**config.mk**
```make
export PLATFORM = sky130hd
export DESIGN_NAME = i2c_edid_ddc_slave
export DESIGN_NICKNAME = d
export VERILOG_FILES = /design/src/rtl/i2c_edid_pkg.sv /design/src/rtl/i2c_pin_filter.sv /design/src/rtl/i2c_edid_ddc_slave.sv
export SDC_FILE = /design/constraint.sdc
export NUM_CORES = 1
export LEC_CHECK = 0
export BUFFER_PORTS_ARGS = -buffer_cell sky130_fd_sc_hd__buf_4
export CAP_MARGIN = 30
export CORE_UTILIZATION = 50
export CTS_BUF_LIST = sky130_fd_sc_hd__clkbuf_4
export DETAILED_ROUTE_END_ITERATION = 10
export GPL_TIMING_DRIVEN = 0
export PLACE_DENSITY = 0.7
export RECOVER_POWER = 100
export SYNTH_ARGS = -nofsm -noshare
export SYNTH_HDL_FRONTEND = slang
export SYNTH_SLANG_ARGS = --single-unit
export TNS_END_PERCENT = 30
```
**constraint.sdc**
```tcl
create_clock -name clk -period 4.8 [get_ports clk]
set_input_delay 0.24 -clock clk [delete_from_list [all_inputs] [get_ports clk]]
set_output_delay 0.24 -clock clk [all_outputs]
set_load 0.02 [all_outputs]
```
**src/rtl/i2c_edid_pkg.sv**
```systemverilog
// i2c_edid_pkg: shared state encoding and DDC constants for the E-DDC EDID slave
package i2c_edid_pkg;
  typedef enum logic [3:0] {
    ST_IDLE, ST_ADDR, ST_SEG, ST_WORD, ST_WR_DATA, ST_RD, ST_RD_ACK, ST_ACK, ST_IGNORE
  } state_e;
  localparam logic [6:0] DDC_DEV_ADDR = 7'h50;
  localparam logic [6:0] DDC_SEG_ADDR = 7'h30;
  localparam logic [7:0] OOR_FILL = 8'hFF;
endpackage

```
**src/rtl/i2c_pin_filter.sv**
```systemverilog
// i2c_pin_filter: 2-flop synchroniser plus FILTER_LEN-sample glitch filter for SCL/SDA,
// both lines share one pipeline so their delays match; emits edge and START/STOP events
module i2c_pin_filter #(
  parameter int FILTER_LEN = 4
) (
  input  logic clk,
  input  logic rst,
  input  logic scl_i,
  input  logic sda_i,
  output logic scl_f,
  output logic sda_f,
  output logic scl_rise,
  output logic scl_fall,
  output logic start_det,
  output logic stop_det
);
  logic [1:0] s1_q, s2_q, f_q, p_q;
  logic [2:0] cnt_q [2];
  always_ff @(posedge clk or posedge rst)
    if (rst) begin
      s1_q  <= '1;
      s2_q  <= '1;
      f_q   <= '1;
      p_q   <= '1;
      cnt_q <= '{default: '0};
    end else begin
      s1_q <= {sda_i, scl_i};
      s2_q <= s1_q;
      p_q  <= f_q;
      for (int i = 0; i < 2; i++) begin
        cnt_q[i] <= (s2_q[i] == f_q[i] || cnt_q[i] == 3'(FILTER_LEN - 1)) ? 3'd0 : cnt_q[i] + 3'd1;
        if (s2_q[i] != f_q[i] && cnt_q[i] == 3'(FILTER_LEN - 1)) f_q[i] <= s2_q[i];
      end
    end
  assign scl_f     = f_q[0];
  assign sda_f     = f_q[1];
  assign scl_rise  = f_q[0] & ~p_q[0];
  assign scl_fall  = ~f_q[0] & p_q[0];
  assign start_det = f_q[0] & p_q[0] & ~f_q[1] & p_q[1];
  assign stop_det  = f_q[0] & p_q[0] & f_q[1] & ~p_q[1];
endmodule

```
**src/rtl/i2c_edid_ddc_slave.sv**
```systemverilog
// i2c_edid_ddc_slave: E-DDC slave serving multi-segment EDID from an external synchronous memory
// over the DDC I2C bus, with segment pointer, glitch filtering and optional write support
module i2c_edid_ddc_slave
  import i2c_edid_pkg::*;
#(
  parameter logic [6:0] DEV_ADDR    = DDC_DEV_ADDR,
  parameter logic [6:0] SEG_ADDR    = DDC_SEG_ADDR,
  parameter int         SEG_W       = 1,
  parameter int         FILTER_LEN  = 4,
  parameter int         ALLOW_WRITE = 0
) (
  input  logic             clk,
  input  logic             rst,
  input  logic             scl_i,
  input  logic             sda_i,
  output logic             sda_oe,
  output logic [SEG_W+7:0] mem_addr,
  input  logic [7:0]       mem_rdata,
  output logic [7:0]       mem_wdata,
  output logic             mem_we,
  output logic             busy,
  output logic             rd_done
);
  logic scl_f, sda_f, scl_rise, scl_fall, start_det, stop_det;
  state_e state_q, state_d, nxt_q, nxt_d;
  logic [3:0] cnt_q, cnt_d;
  logic [7:0] sh_q, sh_d, off_q, off_d, wdata_q, wdata_d, rd_byte;
  logic [SEG_W-1:0] seg_q, seg_d;
  logic oor_q, oor_d, oe_q, oe_d, busy_q, busy_d, done_q, done_d, we_q, we_d, rx_bit;
  i2c_pin_filter #(.FILTER_LEN(FILTER_LEN)) u_filt (
    .clk(clk), .rst(rst), .scl_i(scl_i), .sda_i(sda_i),
    .scl_f(scl_f), .sda_f(sda_f), .scl_rise(scl_rise), .scl_fall(scl_fall),
    .start_det(start_det), .stop_det(stop_det)
  );
  assign rx_bit  = sda_f & scl_f;
  assign rd_byte = oor_q ? OOR_FILL : mem_rdata;
  always_ff @(posedge clk or posedge rst)
    if (rst) begin
      state_q <= ST_IDLE;
      nxt_q   <= ST_IDLE;
      cnt_q   <= '0;
      sh_q    <= '0;
      off_q   <= '0;
      wdata_q <= '0;
      seg_q   <= '0;
      oor_q   <= 1'b0;
      oe_q    <= 1'b0;
      busy_q  <= 1'b0;
      done_q  <= 1'b0;
      we_q    <= 1'b0;
    end else begin
      state_q <= state_d;
      nxt_q   <= nxt_d;
      cnt_q   <= cnt_d;
      sh_q    <= sh_d;
      off_q   <= off_d;
      wdata_q <= wdata_d;
      seg_q   <= seg_d;
      oor_q   <= oor_d;
      oe_q    <= oe_d;
      busy_q  <= busy_d;
      done_q  <= done_d;
      we_q    <= we_d;
    end
  always_comb begin
    state_d = state_q;
    nxt_d   = nxt_q;
    cnt_d   = cnt_q;
    sh_d    = sh_q;
    off_d   = we_q ? off_q + 8'd1 : off_q;
    wdata_d = wdata_q;
    seg_d   = seg_q;
    oor_d   = oor_q;
    oe_d    = oe_q;
    busy_d  = busy_q;
    done_d  = 1'b0;
    we_d    = 1'b0;
    if (stop_det) begin
      state_d = ST_IDLE;
      oe_d    = 1'b0;
      busy_d  = 1'b0;
      seg_d   = '0;
      oor_d   = 1'b0;
    end else if (start_det) begin
      state_d = ST_ADDR;
      cnt_d   = '0;
      oe_d    = 1'b0;
    end else begin
      case (state_q)
        ST_ADDR, ST_SEG, ST_WORD, ST_WR_DATA: begin
          if (scl_rise && cnt_q < 4'd8) begin
            sh_d  = {sh_q[6:0], rx_bit};
            cnt_d = cnt_q + 4'd1;
          end else if (scl_fall && cnt_q == 4'd8) begin
            state_d = ST_ACK;
            oe_d    = 1'b1;
            cnt_d   = '0;
            case (state_q)
              ST_ADDR:
                if (sh_q[7:1] == DEV_ADDR) begin
                  busy_d = 1'b1;
                  nxt_d  = sh_q[0] ? ST_RD : ST_WORD;
                end else if (sh_q[7:1] == SEG_ADDR && !sh_q[0]) nxt_d = ST_SEG;
                else begin
                  state_d = ST_IGNORE;
                  oe_d    = 1'b0;
                end
              ST_SEG: begin
                seg_d = sh_q[SEG_W-1:0];
                oor_d = |(sh_q >> SEG_W);
                nxt_d = ST_IGNORE;
              end
              ST_WORD: begin
                off_d = sh_q;
                nxt_d = ST_WR_DATA;
              end
              default:
                if (ALLOW_WRITE != 0) begin
                  we_d    = 1'b1;
                  wdata_d = sh_q;
                  nxt_d   = ST_WR_DATA;
                end else begin
                  state_d = ST_IGNORE;
                  oe_d    = 1'b0;
                end
            endcase
          end
        end
        ST_ACK:
          if (scl_fall) begin
            state_d = nxt_q;
            cnt_d   = '0;
            oe_d    = (nxt_q == ST_RD) ? ~rd_byte[7] : 1'b0;
            sh_d    = (nxt_q == ST_RD) ? rd_byte : sh_q;
          end
        ST_RD:
          if (scl_rise) cnt_d = cnt_q + 4'd1;
          else if (scl_fall && cnt_q == 4'd8) begin
            oe_d    = 1'b0;
            off_d   = off_q + 8'd1;
            state_d = ST_RD_ACK;
            cnt_d   = '0;
          end else if (scl_fall && cnt_q != 4'd0) begin
            sh_d = {sh_q[6:0], 1'b0};
            oe_d = ~sh_q[6];
          end
        ST_RD_ACK:
          // cnt_q=1 marks a master ACK; the next byte starts on the following SCL fall
          if (scl_rise) begin
            if (rx_bit) begin
              done_d  = 1'b1;
              state_d = ST_IGNORE;
            end else cnt_d = 4'd1;
          end else if (scl_fall && cnt_q == 4'd1) begin
            state_d = ST_RD;
            cnt_d   = '0;
            sh_d    = rd_byte;
            oe_d    = ~rd_byte[7];
          end
        default: ;
      endcase
    end
  end
  assign sda_oe    = oe_q & ~rst;
  assign mem_addr  = {seg_q, off_q};
  assign mem_wdata = wdata_q;
  assign mem_we    = we_q;
  assign busy      = busy_q;
  assign rd_done   = done_q;
endmodule

```
==> metrics.csv <==
stage;metric;value;unit
timing;finalClockSkew;0.005317;ns
grt;track_usage;25.03;%
job;drv_cap;0;
drt;vias_per_cell;5.891;
pwr;power.leakage;0.001419;uW
drt;highest_layer;met4;
yosys;async_reset_ff_share;100.0;%
grt;antenna_found_initial;0;
yosys;syn_area;0.002990;mm2
floorplanning;floorplan.initialDensity;53.01;%
floorplanning;die_x;79.34;um
placement;gp_congestion;0.9646;
placement;portBuffers;23;
timing;whs;0.2155;ns
critical_path;critical_path_arrival;3.03;ns
timing;fmax;0.3617;GHz
drt;drt-initial-drc-count;199;
timing;fin_setup_tns;0;ns
clocking;cts_root_buf;clkbuf_4;
yosys;synth_ff_type;dfrtp_1;
timing;setup_violations;0;
yosys;yosys.area_share.simple;22.34;%
clocking;htreeDepth;2;
cells_and_area;syn_to_final_growth;9.707;%
pwr;power_frac_seq;44.6;%
yosys;synthAdderAreaFrac;3.347;%
yosys;synthDistinctLibCells;68;
yosys;synth_warnings;0;
grt;grt_remaining_overflow;0;
critical_path;end_kind;flip-flop;
pwr;internal_power;772.6;uW
yosys;synth_area_leaders;dfrtp_1 (33%), dfstp_2 (7.0%), mux2_2 (5.6%), nor2_1 (3.6%), a21oi_1 (3.3%);
pwr;vdd_drop_max;0.0002116;V
pwr;p_per_area;400.3;mW/mm2
timing;maxSlewHeadroom;10.62;%
critical_path;cp_max_fo;4;
critical_path;cp_data_required_time;5.07;ns
drt;wl_per_cell;16.42;um
floorplanning;die_h;79.34;um
timing;slew_viol_final;0;
pwr;netSwitchingFraction;41.17;%
clocking;cts_tree;done;
floorplanning;io_pins;33;
timing;period_share;57.60;%
yosys;avgSynthCellArea;9.173;um2
yosys;synth_mux_area_share;6.695;%
pwr;p_sw;540.6;uW
timing;hold_viol_final;0;
grt;grt_max_degree;26;
cells_and_area;fin_nets;388;
pwr;comb_power_share;41.7;%
drt;met3WireLength;517;um
grt;grt_pass1_wl;11.99;mm
yosys;ys_ff_latch;47;
clocking;path_clk_slew;0.13;ns
floorplanning;core_area;0.005642;mm2
clocking;clk_latency;0.37;ns
timing;period_minus_slack;2.765;ns
cells_and_area;drive_gt1_share;17.07;%
drt;wl_met1;3.349;mm
yosys;synth_xor_area_share;1.172;%
yosys;synth_edf_count;0;
yosys;synth_common_cells;dfrtp_1 (39), nor2_1 (29), nand2_1 (21), a21oi_1 (20), o21ai_0 (19);
clocking;ctsLongestPathBuffers;2;
placement;dp_hpwl;5.304;mm
drt;met2_length;3.194;mm
drt;detail_route.first_pass.iterations;5;
critical_path;path_class;flip-flop to flip-flop;
yosys;yosysSeqAreaShare;39.67;%
yosys;yosysTopAreaCell;dfrtp_1;
drt;vias;2598;
clocking;numCtsBuffers;5;
floorplanning;die_area;0.006294;mm2
timing;tightestPinTransition;1.341;ns
yosys;synth_cells;326;
yosys;synth_top_area_share;32.64;%
grt;first_global_vias;2405;
min_path;hold_class;input port to flip-flop;
critical_path;cp-start-kind;flip-flop;
clocking;cts.sink_count;47;
drt;drtAntennaViolNets;0;
yosys;synth_compound_area_share;19.25;%
timing;rsz0062_at_grt;no;
drt;drc_errors;0;
floorplanning;rows;27;
cells_and_area;final_core_util;58.15;%
yosys;synth_top_family_by_area;simple AND/OR/NAND/NOR gates;
pwr;clock_power_share;13.7;%
drt;finalWirelength;7.240;mm
yosys;yosysMostFrequentCell;dfrtp_1;
cells_and_area;diodes;0;
status;status;finished, final reports clean;
[cells in the final DEF (no fill, tap or decap), types with 3 or more instances in the layout]
master | netlist | layout
dfstp_1 | 0 | 3
or3_1 | 3 | 3
dfstp_2 | 8 | 5
buf_4 | 11 | 19
xor2_1 | 4 | 4
inv_1 | 14 | 14
mux2_2 | 15 | 14
buf_2 | 9 | 8
nor2_1 | 29 | 29
clkbuf_4 | 0 | 8
and2_1 | 4 | 3
conb_1 | 1 | 9
ha_1 | 8 | 8
dlygate4sd3_1 | 0 | 3
nor4_1 | 3 | 4
dfrtp_1 | 39 | 39
nand2b_1 | 6 | 6
clkinv_2 | 0 | 3
nor2b_1 | 3 | 3
nor3b_1 | 5 | 5
clkbuf_1 | 10 | 24
a21oi_1 | 20 | 20
nand3_1 | 10 | 10
or2_2 | 3 | 3
a211oi_1 | 3 | 4
nor3_1 | 13 | 14
o21ai_0 | 19 | 19
o32ai_1 | 4 | 4
a31oi_1 | 4 | 4
a311oi_1 | 3 | 3
nand2_1 | 21 | 21
[cell families after synthesis]
kind of cell / Yosys count
adder cells (fa/ha/maj): 8
AND/OR/NAND/NOR: 119
multiplexers: 18
AO/OA/AOI/OAI: 84
flip-flops: 47
buffers and inverters: 45
XOR/XNOR: 4
other: 1
[metrics by stage]
stage / worst slack, ns / area (um2) / instances / power (uW)
2_1_floorplan: 2.828 / 3020 / 334 / 1000
3_3_place_gp: 2.365 / 3283 / 429 / 1133
3_5_place_dp: 2.362 / 3303 / 430 / 1146
4_1_cts: 2.351 / 3386 / 441 / 1333
5_1_grt: 1.855 / 3281 / 441 / 1410
6_report: 2.035 / 3281 / 441 / 1313
[sequential cells by signal (all words and copies together), names as in the netlist]
| signal | flops |
|---|---|
| state_q | 4 |
| oor_q | 1 |
| rd_done | 1 |
| sh_q | 8 |
| u_filt.cnt_q | 6 |
| seg_q | 1 |
| off_q | 8 |
| cnt_q | 4 |
| u_filt.f_q | 2 |
| u_filt.p_q | 2 |
| oe_q | 1 |
| busy | 1 |
| nxt_q | 4 |
| u_filt.s2_q | 2 |
| u_filt.s1_q | 2 |
[power groups by stage]
stage	Sequential, uW	Clock [uW]	Combinational [uW]
5_1_grt	599	203	607
6_report	585	181	547
4_1_cts	589	189	555
2_1_floorplan	568	0	432
3_3_place_gp	593	0	540
3_5_place_dp	597	0	549
[final cells by class]
cell class / count / area (um2)
repair buffers: 27 / 161.4
clock buffers: 5 / 37.54
multi-input cells: 242 / 1570
well taps: 72 / 90.09
fillers: 551 / 2361
inverters: 14 / 52.55
clock inverters: 3 / 15.01
plain buffers: 31 / 167.7
flip-flops and latches: 47 / 1186
[final timing paths]
check | start | to | slack [ns] | depth (start not counted)
worst max-delay path | sh_q[1]$_DFFE_PP0P_ | nxt_q[2]$_DFFE_PP0P_ | 2.04 | 5
worst min-delay path | mem_rdata[1] | sh_q[1]$_DFFE_PP0P_ | 0.22 | 4
worst max register to register | sh_q[1]$_DFFE_PP0P_ | nxt_q[2]$_DFFE_PP0P_ | 2.04 | 5
worst min register to register | u_filt.s1_q[1]$_DFF_PP1_ | u_filt.s2_q[1]$_DFF_PP1_ | 0.37 | 0
max in group asynchronous | rst | sh_q[0]$_DFFE_PP0P_ | 2.53 | 4
min in group asynchronous | rst | u_filt.cnt_q[1]$_DFF_PP0_ | 0.58 | 3
[timing repair]
item | CTS | global route
setup buffers | 0 | 0
hold buffers | 3 | 0
gates resized for setup | 0 | 0
hold endpoints to repair | 16 | 0
[worst max-delay path, stage by stage, from the launching register on]
cell and delay [ns]:
dfrtp_1 0.43, or4_1 0.63, a211oi_1 0.51, a21oi_2 0.11, nor4_1 0.57, mux2_2 0.41
[metal layers]
layer / GRT usage, % / vias to the layer above
met5: 0 / -
met4: 10.00 / 0
met3: 4.828 / 20
met2: 36.38 / 117
met1: 36.37 / 1217
li1: - / 1244
Power figures use the tool's default switching activity.
